===== src/rtl/issue_inst_queue_if.sv =====
// Port bundle for issue_inst_queue: the fetch push side, the two issue output slots,
// the pop handshake and the occupancy count. master = fetch/issue side, slave = queue.
interface issue_inst_queue_if #(
  parameter int CNT_W = 4
);
  // Fetch side: up to two instructions per cycle, slot 0 older
  logic             f_valid0_i;
  logic             f_valid1_i;
  logic [31:0]      f_inst0_i;
  logic [31:0]      f_inst1_i;
  logic [31:0]      f_pc0_i;
  logic [31:0]      f_pc1_i;
  logic             f_pred0_i;
  logic             f_pred1_i;
  logic [31:0]      f_pred_tgt0_i;
  logic [31:0]      f_pred_tgt1_i;
  logic             fetch_ready_o;

  // Issue side: two oldest entries, slot 0 older
  logic             q_valid0_o;
  logic             q_valid1_o;
  logic [31:0]      q_inst0_o;
  logic [31:0]      q_inst1_o;
  logic [31:0]      q_pc0_o;
  logic [31:0]      q_pc1_o;
  logic             q_pred0_o;
  logic             q_pred1_o;
  logic [31:0]      q_pred_tgt0_o;
  logic [31:0]      q_pred_tgt1_o;
  logic             pop0_i;
  logic             pop1_i;

  logic             flush_i;
  logic [CNT_W-1:0] count_o;

  modport master (
    output f_valid0_i, f_valid1_i, f_inst0_i, f_inst1_i, f_pc0_i, f_pc1_i,
           f_pred0_i, f_pred1_i, f_pred_tgt0_i, f_pred_tgt1_i,
           pop0_i, pop1_i, flush_i,
    input  fetch_ready_o,
           q_valid0_o, q_valid1_o, q_inst0_o, q_inst1_o, q_pc0_o, q_pc1_o,
           q_pred0_o, q_pred1_o, q_pred_tgt0_o, q_pred_tgt1_o, count_o
  );

  modport slave (
    input  f_valid0_i, f_valid1_i, f_inst0_i, f_inst1_i, f_pc0_i, f_pc1_i,
           f_pred0_i, f_pred1_i, f_pred_tgt0_i, f_pred_tgt1_i,
           pop0_i, pop1_i, flush_i,
    output fetch_ready_o,
           q_valid0_o, q_valid1_o, q_inst0_o, q_inst1_o, q_pc0_o, q_pc1_o,
           q_pred0_o, q_pred1_o, q_pred_tgt0_o, q_pred_tgt1_o, count_o
  );
endinterface


===== src/rtl/issue_inst_queue.sv =====
// Dual-ported in-order instruction queue between fetch and the dual-issue stage.
// Optional INSTQ_BYPASS_EN: fetch entries feed empty output slots in the same cycle.
module issue_inst_queue #(
  parameter int DEPTH = 8,
  parameter int CNT_W = $clog2(DEPTH) + 1
) (
  input  logic              clock_i,
  input  logic              reset_i,
  issue_inst_queue_if.slave q_if
);

  localparam int PTR_W = $clog2(DEPTH);

  typedef struct packed {
    logic [31:0] inst;
    logic [31:0] pc;
    logic        pred;
    logic [31:0] pred_tgt;
  } entry_t;

  entry_t           mem [DEPTH];
  logic [PTR_W-1:0] rd_ptr;
  logic [PTR_W-1:0] wr_ptr;
  logic [CNT_W-1:0] count;

  entry_t           f_ent0;
  entry_t           f_ent1;
  entry_t           st_ent0;
  entry_t           st_ent1;
  entry_t           sel0;
  entry_t           sel1;
  entry_t           q_ent0;
  entry_t           q_ent1;
  entry_t           wr_ent0;

  logic             fetch_ready;
  logic             f_take0;
  logic             f_take1;
  logic             q_valid0;
  logic             q_valid1;
  logic [1:0]       pushes;
  logic [1:0]       pops;
  logic [1:0]       bypass_pops;
  logic [1:0]       writes;
  logic [1:0]       st_pops;

  assign f_ent0 = {q_if.f_inst0_i, q_if.f_pc0_i, q_if.f_pred0_i, q_if.f_pred_tgt0_i};
  assign f_ent1 = {q_if.f_inst1_i, q_if.f_pc1_i, q_if.f_pred1_i, q_if.f_pred_tgt1_i};

  // Ready uses only the registered count; a same-cycle pop gives no credit.
  assign fetch_ready = (count <= CNT_W'(DEPTH - 2));

  assign f_take0 = q_if.f_valid0_i & fetch_ready & ~q_if.flush_i;
  assign f_take1 = f_take0 & q_if.f_valid1_i;
  assign pushes  = {1'b0, f_take0} + {1'b0, f_take1};

  assign st_ent0 = mem[rd_ptr];
  assign st_ent1 = mem[rd_ptr + PTR_W'(1)];

  // Output slot sourcing
  always_comb begin
    // NOTE: every combinational output gets a default first so no path infers a latch.
    q_valid0 = 1'b0;
    q_valid1 = 1'b0;
    sel0     = st_ent0;
    sel1     = st_ent1;
`ifdef INSTQ_BYPASS_EN
    if (count == '0) begin
      q_valid0 = f_take0;
      q_valid1 = f_take1;
      sel0     = f_ent0;
      sel1     = f_ent1;
    end else if (count == CNT_W'(1)) begin
      q_valid0 = 1'b1;
      q_valid1 = f_take0;
      sel1     = f_ent0;
    end else begin
      q_valid0 = 1'b1;
      q_valid1 = 1'b1;
    end
`else
    q_valid0 = (count != '0);
    q_valid1 = (count >= CNT_W'(2));
`endif
  end

  assign q_ent0 = q_valid0 ? sel0 : '0;
  assign q_ent1 = q_valid1 ? sel1 : '0;

  assign pops = {1'b0, q_if.pop0_i & q_valid0}
              + {1'b0, q_if.pop0_i & q_if.pop1_i & q_valid1};

  // Pops that consumed fetch entries directly are never written to storage.
`ifdef INSTQ_BYPASS_EN
  always_comb begin
    bypass_pops = 2'd0;
    if (count == '0)
      bypass_pops = pops;
    else if (count == CNT_W'(1) && pops == 2'd2)
      bypass_pops = 2'd1;
  end
`else
  assign bypass_pops = 2'd0;
`endif

  assign writes  = pushes - bypass_pops;
  assign st_pops = pops - bypass_pops;
  assign wr_ent0 = (bypass_pops == 2'd0) ? f_ent0 : f_ent1;

  // Pointers and occupancy; flush and reset both return to the empty state.
  always_ff @(posedge clock_i) begin
    // NOTE: sequential state uses non-blocking assignments so all registers update together.
    if (reset_i || q_if.flush_i) begin
      rd_ptr <= '0;
      wr_ptr <= '0;
      count  <= '0;
    end else begin
      rd_ptr <= rd_ptr + PTR_W'(st_pops);
      wr_ptr <= wr_ptr + PTR_W'(writes);
      count  <= count + CNT_W'(pushes) - CNT_W'(pops);
    end
  end

  // NOTE: entry storage is not reset; validity comes only from the count and pointers.
  always_ff @(posedge clock_i) begin
    if (writes != 2'd0)
      mem[wr_ptr] <= wr_ent0;
    if (writes == 2'd2)
      mem[wr_ptr + PTR_W'(1)] <= f_ent1;
  end

  assign q_if.fetch_ready_o = fetch_ready;
  assign q_if.count_o       = count;

  assign q_if.q_valid0_o    = q_valid0;
  assign q_if.q_inst0_o     = q_ent0.inst;
  assign q_if.q_pc0_o       = q_ent0.pc;
  assign q_if.q_pred0_o     = q_ent0.pred;
  assign q_if.q_pred_tgt0_o = q_ent0.pred_tgt;

  assign q_if.q_valid1_o    = q_valid1;
  assign q_if.q_inst1_o     = q_ent1.inst;
  assign q_if.q_pc1_o       = q_ent1.pc;
  assign q_if.q_pred1_o     = q_ent1.pred;
  assign q_if.q_pred_tgt1_o = q_ent1.pred_tgt;

endmodule


===== src/flat_wrapper.sv =====
// flat-port wrapper written by rule: the top's interface ports become plain ports
module issue_inst_queue_flat 
#(
  parameter int DEPTH = 8,
  parameter int CNT_W = $clog2(DEPTH) + 1
)
  (clock_i, reset_i, q_if_f_valid0_i, q_if_f_valid1_i, q_if_f_inst0_i, q_if_f_inst1_i, q_if_f_pc0_i, q_if_f_pc1_i, q_if_f_pred0_i, q_if_f_pred1_i, q_if_f_pred_tgt0_i, q_if_f_pred_tgt1_i, q_if_pop0_i, q_if_pop1_i, q_if_flush_i, q_if_fetch_ready_o, q_if_q_valid0_o, q_if_q_valid1_o, q_if_q_inst0_o, q_if_q_inst1_o, q_if_q_pc0_o, q_if_q_pc1_o, q_if_q_pred0_o, q_if_q_pred1_o, q_if_q_pred_tgt0_o, q_if_q_pred_tgt1_o, q_if_count_o);
  issue_inst_queue_if #(.CNT_W(CNT_W)) q_if_i ();
  input  logic clock_i;
  input  logic reset_i;
  input wire logic [$bits(q_if_i.f_valid0_i)-1:0] q_if_f_valid0_i;
  input wire logic [$bits(q_if_i.f_valid1_i)-1:0] q_if_f_valid1_i;
  input wire logic [$bits(q_if_i.f_inst0_i)-1:0] q_if_f_inst0_i;
  input wire logic [$bits(q_if_i.f_inst1_i)-1:0] q_if_f_inst1_i;
  input wire logic [$bits(q_if_i.f_pc0_i)-1:0] q_if_f_pc0_i;
  input wire logic [$bits(q_if_i.f_pc1_i)-1:0] q_if_f_pc1_i;
  input wire logic [$bits(q_if_i.f_pred0_i)-1:0] q_if_f_pred0_i;
  input wire logic [$bits(q_if_i.f_pred1_i)-1:0] q_if_f_pred1_i;
  input wire logic [$bits(q_if_i.f_pred_tgt0_i)-1:0] q_if_f_pred_tgt0_i;
  input wire logic [$bits(q_if_i.f_pred_tgt1_i)-1:0] q_if_f_pred_tgt1_i;
  input wire logic [$bits(q_if_i.pop0_i)-1:0] q_if_pop0_i;
  input wire logic [$bits(q_if_i.pop1_i)-1:0] q_if_pop1_i;
  input wire logic [$bits(q_if_i.flush_i)-1:0] q_if_flush_i;
  output wire logic [$bits(q_if_i.fetch_ready_o)-1:0] q_if_fetch_ready_o;
  output wire logic [$bits(q_if_i.q_valid0_o)-1:0] q_if_q_valid0_o;
  output wire logic [$bits(q_if_i.q_valid1_o)-1:0] q_if_q_valid1_o;
  output wire logic [$bits(q_if_i.q_inst0_o)-1:0] q_if_q_inst0_o;
  output wire logic [$bits(q_if_i.q_inst1_o)-1:0] q_if_q_inst1_o;
  output wire logic [$bits(q_if_i.q_pc0_o)-1:0] q_if_q_pc0_o;
  output wire logic [$bits(q_if_i.q_pc1_o)-1:0] q_if_q_pc1_o;
  output wire logic [$bits(q_if_i.q_pred0_o)-1:0] q_if_q_pred0_o;
  output wire logic [$bits(q_if_i.q_pred1_o)-1:0] q_if_q_pred1_o;
  output wire logic [$bits(q_if_i.q_pred_tgt0_o)-1:0] q_if_q_pred_tgt0_o;
  output wire logic [$bits(q_if_i.q_pred_tgt1_o)-1:0] q_if_q_pred_tgt1_o;
  output wire logic [$bits(q_if_i.count_o)-1:0] q_if_count_o;
  assign q_if_i.f_valid0_i = q_if_f_valid0_i;
  assign q_if_i.f_valid1_i = q_if_f_valid1_i;
  assign q_if_i.f_inst0_i = q_if_f_inst0_i;
  assign q_if_i.f_inst1_i = q_if_f_inst1_i;
  assign q_if_i.f_pc0_i = q_if_f_pc0_i;
  assign q_if_i.f_pc1_i = q_if_f_pc1_i;
  assign q_if_i.f_pred0_i = q_if_f_pred0_i;
  assign q_if_i.f_pred1_i = q_if_f_pred1_i;
  assign q_if_i.f_pred_tgt0_i = q_if_f_pred_tgt0_i;
  assign q_if_i.f_pred_tgt1_i = q_if_f_pred_tgt1_i;
  assign q_if_i.pop0_i = q_if_pop0_i;
  assign q_if_i.pop1_i = q_if_pop1_i;
  assign q_if_i.flush_i = q_if_flush_i;
  assign q_if_fetch_ready_o = q_if_i.fetch_ready_o;
  assign q_if_q_valid0_o = q_if_i.q_valid0_o;
  assign q_if_q_valid1_o = q_if_i.q_valid1_o;
  assign q_if_q_inst0_o = q_if_i.q_inst0_o;
  assign q_if_q_inst1_o = q_if_i.q_inst1_o;
  assign q_if_q_pc0_o = q_if_i.q_pc0_o;
  assign q_if_q_pc1_o = q_if_i.q_pc1_o;
  assign q_if_q_pred0_o = q_if_i.q_pred0_o;
  assign q_if_q_pred1_o = q_if_i.q_pred1_o;
  assign q_if_q_pred_tgt0_o = q_if_i.q_pred_tgt0_o;
  assign q_if_q_pred_tgt1_o = q_if_i.q_pred_tgt1_o;
  assign q_if_count_o = q_if_i.count_o;
  issue_inst_queue #(.DEPTH(DEPTH), .CNT_W(CNT_W)) u_core (.clock_i(clock_i), .reset_i(reset_i), .q_if(q_if_i));
endmodule

===== config.mk =====
export PLATFORM = sky130hd
export DESIGN_NAME = issue_inst_queue_flat
export DESIGN_NICKNAME = d
export VERILOG_FILES = /design/src/rtl/issue_inst_queue_if.sv /design/src/rtl/issue_inst_queue.sv /design/src/flat_wrapper.sv
export SDC_FILE = /design/constraint.sdc
export NUM_CORES = 2
export LEC_CHECK = 0
export CAP_MARGIN = 20
export CORE_UTILIZATION = 37
export CTS_CLUSTER_DIAMETER = 100
export DETAILED_ROUTE_END_ITERATION = 16
export GPL_TIMING_DRIVEN = 0
export SYNTH_ARGS = -nofsm -noshare
export SYNTH_HDL_FRONTEND = slang
export SYNTH_SLANG_ARGS = --single-unit

===== constraint.sdc =====
create_clock -name clock_i -period 12.4 [get_ports clock_i]
set_input_delay 3.72 -clock clock_i [delete_from_list [all_inputs] [get_ports clock_i]]
set_output_delay 3.72 -clock clock_i [all_outputs]
set_load 0.01 [all_outputs]

==> impl_results.md <==
* Status: finished, final reports clean
* Post-layout min period at 8633 ps
* Synth warn at 0
* Async S/R FF share, synth at 0
* CP max FO at 10
* Hold buffer count at CTS at 0
* Row Count at 128
* Fill count at 11210
* First drt pass iteration count at 6
* Worst skew pair latency at 670 ps
* TritonCTS clock tree: built
* Mapped cell area at 45510 µm²
* Skew final at 27.69 ps
* Die Wd at 352.7 µm
* Pleak at 0.01903 µW
* Clock buffer depth at 3
* Total gr overflow at 0
* Total of flip-flops plus latches after synthesis at 786
* Net count after synthesis at 3814
* Final core occ at 0.4583
* DR iter-0 viols at 3796
* Layout cell share with drive strength beyond 1 at 0.2945
* MaxCap Viol Count at 0
* Synth Area in Simple Gates at 0.09548
* Cell Pwr Density at 154.4 nW/µm²
* Avg Cell Area, Syn at 12.65 µm²
* Final Cell Area at 55860 µm²
* Post-Synth XOR/XNOR Area at 0.001870
* Cell Area, Placed at 52970 µm²
* Synth Instances at 3598
* Worst-Margin Slew at 1149 ps
* Antenna violations before repair at 36
* Critical path launch point type: register
* H-Tree Depth at 3
* Antenna-violating nets left at 0
* Fin nets at 4371
* Setup bufs post-CTS at 0
* Worst Path Required at 8680 ps
* Post-CTS resize count at 0
* First-pass GRT wire length at 248900 µm
* Crit end category: primary output
* Clk pin slew, worst setup/hold paths at 70 ps
* Gr usage total at 0.2787
* Largest family of logic cells by synthesized area: multiplexers
* Seq/Total Area, Yosys at 0.5164
* Initial core utilization at 0.3734
* Via Count at 34570
* Max Freq at 115.8 MHz
* Crit Path Class: register to primary output
* Max-slew violations at 0
* Total CTS buffers at 91
* Unrepaired setup endpoints after global routing: no
* Hold Vio Cnt, Final at 0
* Compound-cell area share of the yosys netlist at 0.04426
* CTS sink cnt at 786
* Die area at 124400 µm²
* Drt via density at 5.900
* Final period utilization at 0.6962
* Main flop type after synthesis: edfxtp_1
* Largest net degree at the start of global routing at 23
* Vias in the first global route at 34760
* Die Ht at 352.7 µm
* Avg WL per Cell at 30.25 µm
* Max VDD drop at 0.1070 mV
* Hold Path Class: register to register
* IO Pins at 402
* Gp weighted congestion at 0.8726
* CP arrival at 4910 ps
* Layout area overhead at 22.74%
* Adder-cell share of the synthesized area at 0.004784
* Core Area at 121900 µm²
* Total routed wirelength at 177200 µm
* Clock Tree Root: clkbuf_16
* # port buffers at 401
* Post-synthesis mux area share at 0.3096
* Residual DRC at 0
* Hpwl dp at 115100 µm
* Count of cell types in the netlist at 41
* Slew Limit Headroom at 0.2342
* Final setup violation count at 0
* Post-synth EDFFs at 776
[state kept, by name (all words and copies together) (netlist names)]
name / cells
u_core.mem: 776
u_core.q_if.count_o: 4
u_core.rd_ptr: 3
u_core.wr_ptr: 3
[worst max-delay path, stage by stage, from the launching register on]
cell	delay (ps)
dfxtp_1	310
buf_4	310
xor2_2	840
clkbuf_1	690
buf_8	250
clkbuf_1	630
nand2_1	110
a21oi_1	150
or4_1	150
clkdlybuf4s50_1	770
[layout by cell type, fill, tap and decap left out, types with 3 or more instances in the layout]
master	netlist	routed
a21oi_1	394	392
and2_1	7	7
buf_1	20	20
buf_12	0	19
buf_16	0	24
buf_2	127	127
buf_4	3	3
buf_8	0	19
bufinv_16	0	7
clkbuf_1	124	144
clkbuf_16	0	94
clkdlybuf4s50_1	0	401
clkinv_1	0	18
clkinv_2	0	21
dfxtp_1	10	10
diode_2	0	6
edfxtp_1	776	776
fa_1	4	4
ha_1	11	11
inv_1	14	14
mux2_1	64	64
mux2_2	712	712
mux2i_1	98	98
mux4_2	194	194
nand2_1	781	781
nand2b_1	3	3
nand3_1	6	6
nand3_2	5	5
nand3b_1	3	3
nor2_1	119	114
nor2_4	0	4
or4_1	97	97
xnor2_1	4	4
[layer usage]
metal / vias to the layer above / global-route usage / wire [µm]
met5: - / 0.004906 / 356
met4: 54 / 0.1073 / 6484
met3: 437 / 0.09485 / 21800
li1: 14720 / - / -
met2: 2094 / 0.4373 / 81240
met1: 17260 / 0.3534 / 67350
[where the power goes]
group,switching (µW),internal (µW)
Clock,1160,1530
Sequential,31.9,2980
Combinational,1600,1330
Total,2780,5840
[per-stage QoR]
step	cells	setup TNS [ps]	worst slack (ps)	hold WS, ps	power (µW)
global route	5855	0	3726	649.2	8893
finish	5859	0	3767	627.1	8623
global placement	5624	-4004070	-10450	602.7	5933
floorplan	3598	0	465.3	577.9	4365
CTS	5853	0	3937	631.4	8636
detailed placement	5687	0	4686	617.0	5969
[final cells by class]
class                      count  area (µm²)  area share
timing repair buffer         464        5351     0.09580
buffer                       275        1204     0.02155
multi-input combinational   2523       20830      0.3729
antenna                        6       15.01   0.0002688
tap                         1625        2033     0.03640
clock buffer                 114        2427     0.04346
clock inverter                52       440.4    0.007885
inverter                      14       52.55   0.0009408
sequential                   786       23500      0.4208
[final timing paths]
path | from | to | slack (ps) | depth (start not counted)
hold reg to reg | u_core.rd_ptr[0]$_SDFF_PP0_ | u_core.rd_ptr[0]$_SDFF_PP0_ | 630 | 2
setup reg to reg | u_core.q_if.count_o[2]$_SDFF_PP0_ | u_core.q_if.count_o[3]$_SDFF_PP0_ | 7970 | 17
hold / removal | u_core.rd_ptr[0]$_SDFF_PP0_ | u_core.rd_ptr[0]$_SDFF_PP0_ | 630 | 2
setup / recovery | u_core.rd_ptr[2]$_SDFF_PP0_ | q_if_q_pred_tgt1_o[13] | 3770 | 9
[logic make-up after synthesis]
group | count (synthesis)
fa+ha+maj | 15
mux | 1068
buf+inv | 289
xor+xnor | 8
compound gates | 400
flops | 786
simple gates | 1032
[synthesized netlist by cell type, types with 2 or more instances]
cell type,n,area (µm²)
nand2_1,781,2932
edfxtp_1,776,23300
mux2_2,712,8018
a21oi_1,394,1972
mux4_2,194,4369
buf_2,127,635.6
clkbuf_1,124,465.5
nor2_1,119,446.7
mux2i_1,98,980.9
or4_1,97,728.2
mux2_1,64,720.7
buf_1,20,75.07
inv_1,14,52.55
ha_1,11,137.6
dfxtp_1,10,200.2
and2_1,7,43.79
nand3_1,6,30.03
nand3_2,5,50.05
fa_1,4,80.08
xnor2_1,4,35.03
buf_4,3,22.52
nand2b_1,3,18.77
nand3b_1,3,22.52
a211oi_1,2,15.01
nor3_1,2,10.01
or3_1,2,12.51
xor2_1,2,17.52
No activity file was read; power rests on OpenSTA's default activity.
